<file path="src/rtl/reset_request_generator.sv">
// Originating end of a cross-domain reset handshake: stretches a request into a minimum-width
// active-low reset, waits for the downstream domain to confirm assert/release, then holds off.
module reset_request_generator #(
    parameter int unsigned ASSERT_CYCLES  = 16,
    parameter int unsigned HOLDOFF_CYCLES = 8,
    parameter int unsigned ACK_TIMEOUT    = 255,
    parameter bit          ACK_ENABLE     = 1'b1
) (
    input  logic clk,
    input  logic reset,
    input  logic req,
    output logic rst_out_n,
    input  logic ack_async,
    output logic busy,
    output logic done,
    output logic timeout,
    input  logic timeout_clr
);

    localparam int unsigned MaxCyc = (ASSERT_CYCLES > HOLDOFF_CYCLES) ? ASSERT_CYCLES
                                                                       : HOLDOFF_CYCLES;
    localparam int unsigned CntW   = $clog2(MaxCyc + 1);
    localparam int unsigned TmoW   = $clog2(ACK_TIMEOUT + 1);

    typedef enum logic [2:0] {
        StIdle,
        StAssert,
        StWaitLo,
        StRelease,
        StHoldoff
    } state_e;

    state_e            state_q, state_d;
    logic [CntW-1:0]   cnt_q;
    logic [TmoW-1:0]   tmo_q;
    logic              pending_q;
    logic              rst_out_n_q, busy_q, done_q, timeout_q;
    logic              ack_meta_q, ack_s_q;

    logic              ack_s;
    logic              pend_now;
    logic              tmo_set;
    logic              cnt_last, tmo_last;
    logic              enter_assert, enter_hold, enter_wait, enter_idle;
    state_e            after_release;

    assign ack_s = ack_s_q;

    // Two-flop synchronizer; resets to "downstream out of reset" so no false ack is seen.
    always_ff @(posedge clk) begin
        if (reset) begin
            ack_meta_q <= 1'b1;
            ack_s_q    <= 1'b1;
        end else begin
            ack_meta_q <= ack_async;
            ack_s_q    <= ack_meta_q;
        end
    end

    always_comb begin
        pend_now = pending_q |
                   (req & ((state_q == StRelease) | (state_q == StHoldoff)));
        cnt_last = (cnt_q == CntW'(1));
        tmo_last = (tmo_q == TmoW'(1));
        // With a zero hold-off the decision normally made at the end of HOLDOFF happens here.
        if (HOLDOFF_CYCLES != 0) begin
            after_release = StHoldoff;
        end else if (pend_now) begin
            after_release = StAssert;
        end else begin
            after_release = StIdle;
        end

        state_d = state_q;
        tmo_set = 1'b0;
        unique case (state_q)
            StIdle: begin
                if (req) state_d = StAssert;
            end
            StAssert: begin
                if (cnt_last) state_d = ACK_ENABLE ? StWaitLo : after_release;
            end
            StWaitLo: begin
                if (!ack_s) begin
                    state_d = StRelease;
                end else if (tmo_last) begin
                    tmo_set = 1'b1;
                    state_d = StRelease;
                end
            end
            StRelease: begin
                if (ack_s) begin
                    state_d = after_release;
                end else if (tmo_last) begin
                    tmo_set = 1'b1;
                    state_d = after_release;
                end
            end
            StHoldoff: begin
                if (cnt_last) state_d = pend_now ? StAssert : StIdle;
            end
            default: state_d = StAssert;
        endcase

        enter_assert = (state_d == StAssert) && (state_q != StAssert);
        enter_hold   = (state_d == StHoldoff) && (state_q != StHoldoff);
        enter_wait   = ((state_d == StWaitLo) && (state_q != StWaitLo)) ||
                       ((state_d == StRelease) && (state_q != StRelease));
        enter_idle   = (state_d == StIdle) && (state_q != StIdle);
    end

    always_ff @(posedge clk) begin
        if (reset) begin
            state_q     <= StAssert;
            cnt_q       <= CntW'(ASSERT_CYCLES);
            tmo_q       <= TmoW'(ACK_TIMEOUT);
            pending_q   <= 1'b0;
            rst_out_n_q <= 1'b0;
            busy_q      <= 1'b1;
            done_q      <= 1'b0;
            timeout_q   <= 1'b0;
        end else begin
            state_q <= state_d;

            if (enter_assert) begin
                cnt_q <= CntW'(ASSERT_CYCLES);
            end else if (enter_hold) begin
                cnt_q <= CntW'(HOLDOFF_CYCLES);
            end else if (cnt_q != '0) begin
                cnt_q <= cnt_q - CntW'(1);
            end

            if (enter_wait) begin
                tmo_q <= TmoW'(ACK_TIMEOUT);
            end else if (tmo_q != '0) begin
                tmo_q <= tmo_q - TmoW'(1);
            end

            pending_q   <= enter_assert ? 1'b0 : pend_now;
            rst_out_n_q <= !((state_d == StAssert) || (state_d == StWaitLo));
            busy_q      <= (state_d != StIdle);
            done_q      <= enter_idle;

            if (tmo_set) begin
                timeout_q <= 1'b1;
            end else if (timeout_clr) begin
                timeout_q <= 1'b0;
            end
        end
    end

    assign rst_out_n = rst_out_n_q;
    assign busy      = busy_q;
    assign done      = done_q;
    assign timeout   = timeout_q;

endmodule

</file>
<file path="config.mk">
export PLATFORM = sky130hd
export DESIGN_NAME = reset_request_generator
export DESIGN_NICKNAME = d
export VERILOG_FILES = /design/src/rtl/reset_request_generator.sv
export SDC_FILE = /design/constraint.sdc
export NUM_CORES = 1
export LEC_CHECK = 0
export ABC_AREA = 1
export BUFFER_PORTS_ARGS = -buffer_cell sky130_fd_sc_hd__buf_4
export CAP_MARGIN = 20
export CORE_MARGIN = 5
export CORE_UTILIZATION = 45
export DETAILED_ROUTE_END_ITERATION = 10
export PLACE_DENSITY = 0.72
export SLEW_MARGIN = 20
export SYNTH_ARGS = -nofsm -noshare
export SYNTH_HDL_FRONTEND = slang
export SYNTH_SLANG_ARGS = --single-unit
</file>
<file path="constraint.sdc">
create_clock -name clk -period 4.09 [get_ports clk]
set_clock_uncertainty 0.2 [all_clocks]
set_input_delay 0.818 -clock clk [delete_from_list [all_inputs] [get_ports clk]]
set_output_delay 0.818 -clock clk [all_outputs]
set_load 0.005 [all_outputs]
</file>
* Word-level counts from Yosys, hierarchy flattened
Cells that the tools add are included.
Widths: inputs -> output; s select.
** Storage, ports and cells
- Input bits :: 5
- Word-level logic and storage cells :: 66
- Register bits after elaboration :: 23
- Output and inout port bits :: 4
** Cells by class
- Mux-type cells :: 17
- Bitwise logic cells :: 3
- Eq/ne operators :: 14
- Reductions and logical operators :: 19
- Add/subtract/negate cells :: 2
** Operators with widths (number)
- $mux 3 :: 7
- $pmux 3 s5 :: 1
- $eq 3x2->1 const B :: 4
- $mux 5 :: 2
- $eq 8x1->1 const B :: 1
- $reduce_bool 8->1 :: 1
- $sub 8x1->8 const B :: 1
- $eq 3x1->1 const B :: 2
- $eq 3x3->1 const B :: 2
- $logic_not 3->1 :: 2
- $mux 1 :: 6
- $ne 3x2->1 const B :: 2
- $reduce_bool 3->1 :: 2
- $eq 5x1->1 const B :: 1
- $logic_and 1x1->1 :: 5
- $reduce_bool 5->1 :: 1
- $sub 5x1->5 const B :: 1
- $reduce_bool 2->1 :: 2
- $reduce_or 2->1 :: 2
- $ne 3x1->1 const B :: 1
- $ne 3x3->1 const B :: 1
- $reduce_or 3->1 :: 1
- $logic_or 1x1->1 :: 2
- $or 1x1->1 :: 2
- 3 further kinds :: 3

* Depth between registers and ports, before layout
- Depth after elaboration :: 11
- Mapped depth :: 12

* Least setup slack after synthesis
No wires, ideal clock.
- Path type :: input -> register
- Start :: in req
- End :: reg done_q, in the netlist done
- Stages on the path :: 6
- Setup slack :: 2.317 ns
- Arrival :: 1.507 ns
- Setup time :: 0.066 ns
- Data required time :: 3.824 ns
- Cells stage by stage :: and3_2 nor2_2 nand3_2 nor2_4 nand3_2 a21oi_2
** On the way
- Word-level cells in the longest chain between the ends :: 7
- Elaborated cells between the ends (all ways) :: 8
- Those cells by class :: mux (4); bitwise (2); reduce/logical (2)
** RTL lines
- start: declaration :: line 11 : input logic req,
- $and 1x1->1 :: line 62 : (req & ((state_q == StRelease) | (state_q == StHoldoff)));
- $or 1x1->1 :: line 61 : pend_now = pending_q |
- $mux 1 :: line 100 : if (cnt_last) state_d = pend_now ? StAssert : StIdle;
- $mux 3 :: line 100
- $pmux 3 s5 (*) :: line 76 : unique case (state_q)
- $logic_not 3->1 (*) :: line 109 : enter_idle = (state_d == StIdle) && (state_q != StIdle);
- $logic_and 1x1->1 (*) :: line 109
- end signal: assignment :: line 142 : done_q <= enter_idle;
- end: declaration :: line 37 : logic rst_out_n_q, busy_q, done_q, timeout_q;
Mark *: on every way between the ends. The rest lies on a longest branch, timed or not.
A chain may end at the register's enable or synchronous reset.

* Final worst setup path
- Start :: reg timeout_q, in the netlist timeout
- End :: out timeout
** RTL lines
- start: declaration :: line 37
- start signal: assignment :: line 121 : timeout_q <= 1'b0;
- start signal: assignment :: line 145 : timeout_q <= 1'b1;
- start signal: assignment :: line 147 : timeout_q <= 1'b0;
- end: declaration :: line 16 : output logic timeout,
No word-level cell between the ends.

==> run summary <==
Inserted Clock Buffers: 3
Post-route clock period utilization: 43.5%
Reg2reg path depth: 7
Proportion of total power due to net switching: 37.0%
IO buf count: 8
Clock sink count: 23
Kind of cell adding the most delay to the critical path: flip-flops
Final Hold Violating Endpoints: 0
Via count of the first global-routing pass: 942
DRT iter0 DRCs: 53
Total Die Area: 3900 um2
Number of instances on the worst hold path: 1
Final Critical Period: 1780 ps
Cts hold-fix bufs: 0
Launch instance of the worst register-to-register path: tmo_q[1]
WL/cell: 9.80 um
RePlAce Congestion: 0.900
Critical path data arrival time: 760 ps
Setup repair bufs after CTS: 0
Core area: 2690 um2
Final WL: 2040 um
FP Rows: 19
Type of the tightest min-delay check: reg2reg
Critical path launch point type: register
Status: finished, final reports clean
Total of flip-flops plus latches after synthesis: 23
Number of warnings issued by yosys: 0
Filler cell count in the final layout: 266
Clock power frac: 16.3%
TritonCTS clock tree: built
Syn Area/Cell: 7.50 um2
Sequential cell fraction of total power: 45.4%
Maximum level of the CTS H-tree: 1
Resize count post-CTS: 0
Count of TritonRoute iterations in the first routing pass: 4
Maximum number of pins on one net before global-route repair: 13
Total vias in the final route: 998
Hold path start: ack_meta_q
Sw power: 237 uW
Clock latency on the worst-skew pair: 310 ps
Total congestion overflow: 0
Highest clock frequency the design can meet: 0.562 GHz
Required time of the critical path: 3070 ps
Total negative slack for setup checks: 0 ps
Buffer type at the clock tree root: sky130_fd_sc_hd__clkbuf_4
Global-route wire length before repair: 3680 um
Max Root-Sink Buffers: 2
Vias per cell: 4.80
Worst slew slack as a fraction of its limit: 67.5%
Nets: 189
Post-detailed-placement half-perimeter wirelength: 1650 um
Max Fanout on Critical Path: 2
Initial core utilization: 46.1%
Sequential area share after synthesis: 37.2%
Critical path type: reg2out
Actual transition at the worst max-transition pin: 484 ps
PD cells: 469 nW/um2
Slowest stage cell on the critical path: sky130_fd_sc_hd__dfxtp_1
Static leakage: 0.667 nW
Worst path max stage delay: 330 ps
Crit. End Element: output pin
Antenna cell count: 0
Global-route usage over all layers: 11.4%
Cell count after synthesis: 165
Chip width: 62.4 um
Unrepaired setup endpoints after global routing: no
Cell chain of the critical path: buf_4
Total of endpoints with negative setup slack in the final report: 0
Number of top-level pins: 9
Relative contribution of combinational cells to total power: 38.3%
Worst voltage drop across the vdd grid: 0.247 mV
Count of final max-slew check failures: 0
DRC violation count after routing: 0
Fin util: 50.7%
Antenna violation net count after detailed routing: 0
Distinct cell type count of the synthesized netlist: 25
Mapped cell area: 1240 um2
Endpoint, Worst Hold: ack_s
Die height: 62.4 um
Synthesized net count: 176
Max Cap Violations: 0
Reg-to-reg setup timing slack: 2330 ps
Count of buffer and inverter cells on the critical path: 1
Clock edge transition at the registers on the reported setup and hold paths: 120 ps
Area growth, synth to finish: 10.1%
Design internal power: 403 uW
Number of antenna violations at the first check in global routing: 0
Critical R2R Capture: tmo_q[2]
Total Power Consumption: 639 uW
Proportion of layout cells with a drive suffix above 1: 22.0%
==> routing by layer <==
layer	track usage, %	part of all wire, %	up-vias
li1	-	-	541
met1	12.3	44	438
met2	20.2	51	15
met3	3.96	3.6	4
met4	4.24	1.4	0
met5	0	0	-
==> layout make-up <==
cell class	count	area, um2	share of cell area (%)
multi-input cells	117	683	50.1
flip-flops and latches	23	460	33.8
inverters	25	93.8	6.89
repair buffers	8	60.1	4.41
well taps	31	38.8	2.85
clock buffers	4	26.3	1.93
==> synthesized netlist by cell type, drive strengths merged <==
library cell	instances	area (um2)
dfxtp	23	460
nand2	40	160
ha	6	75.1
a21boi	2	15.0
xor2	4	35.0
and3	1	7.51
or2	2	12.5
nand3	8	55.1
nand4	2	18.8
a21oi	4	23.8
nor2	29	159
nor3	5	30.0
xnor2	1	8.76
o21ai	12	63.8
inv	25	93.8
nor3b	1	18.8
==> sequential cells by signal, summed over array words and instances, names as in the netlist <==
| name | count |
|---|---|
| rst_out_n | 1 |
| tmo_q | 8 |
| pending_q | 1 |
| timeout | 1 |
| cnt_q | 5 |
| done | 1 |
| ack_meta_q | 1 |
| busy | 1 |
| state_q | 3 |
| ack_s | 1 |
==> placed cells by master (no fill, tap or decap), drive strengths merged <==
| cell | n |
|---|---|
| nand2 | 40 |
| nor2 | 29 |
| inv | 25 |
| dfxtp | 23 |
| o21ai | 12 |
| buf | 8 |
| nand3 | 8 |
| ha | 6 |
| nor3 | 5 |
| xor2 | 4 |
| a21oi | 4 |
| clkbuf | 4 |
| a21boi | 2 |
| or2 | 2 |
| nand4 | 2 |
| and3 | 1 |
| xnor2 | 1 |
| nor3b | 1 |
==> how the worst max path moves through the flow <==
stage                        start        end  slack [ps]  depth (start not counted)
final                      timeout    timeout        2310                          1
after global routing      cnt_q[1]   cnt_q[1]        2150                         12
after CTS                  timeout    timeout        2300                          1
after detailed placement       req       done        2140                          7
after global placement         req  rst_out_n        2160                          6
after floorplan                req       done        2320                          6
==> power groups by stage <==
stage                     logic [mW]  clock network, mW  registers [mW]
after floorplan                0.195                  0           0.292
final                          0.245              0.104           0.291
after CTS                      0.250              0.108           0.291
after global routing           0.285              0.121           0.296
after global placement         0.241                  0           0.295
after detailed placement       0.248                  0           0.296
==> through the flow <==
step                setup WS [ps]  hold slack (ps)  std cells  area [um2]
floorplan                    2320              189        165        1240
global placement             2160              198        204        1340
detailed placement           2140              198        204        1340
CTS                          2300              227        208        1360
global route                 2150              242        208        1360
finish                       2310              225        208        1360
==> kinds of logic (layout without fill, tap and decap cells) <==
kind of cell,count (synthesis),after routing,synth area share (%)
simple gates,88,88,37.3
flops,23,23,37.2
xor+xnor,5,5,3.54
fa+ha+maj,6,6,6.07
buf+inv,25,37,7.58
compound gates,18,18,8.29
Note: power is estimated with default switching activity, not from simulation.
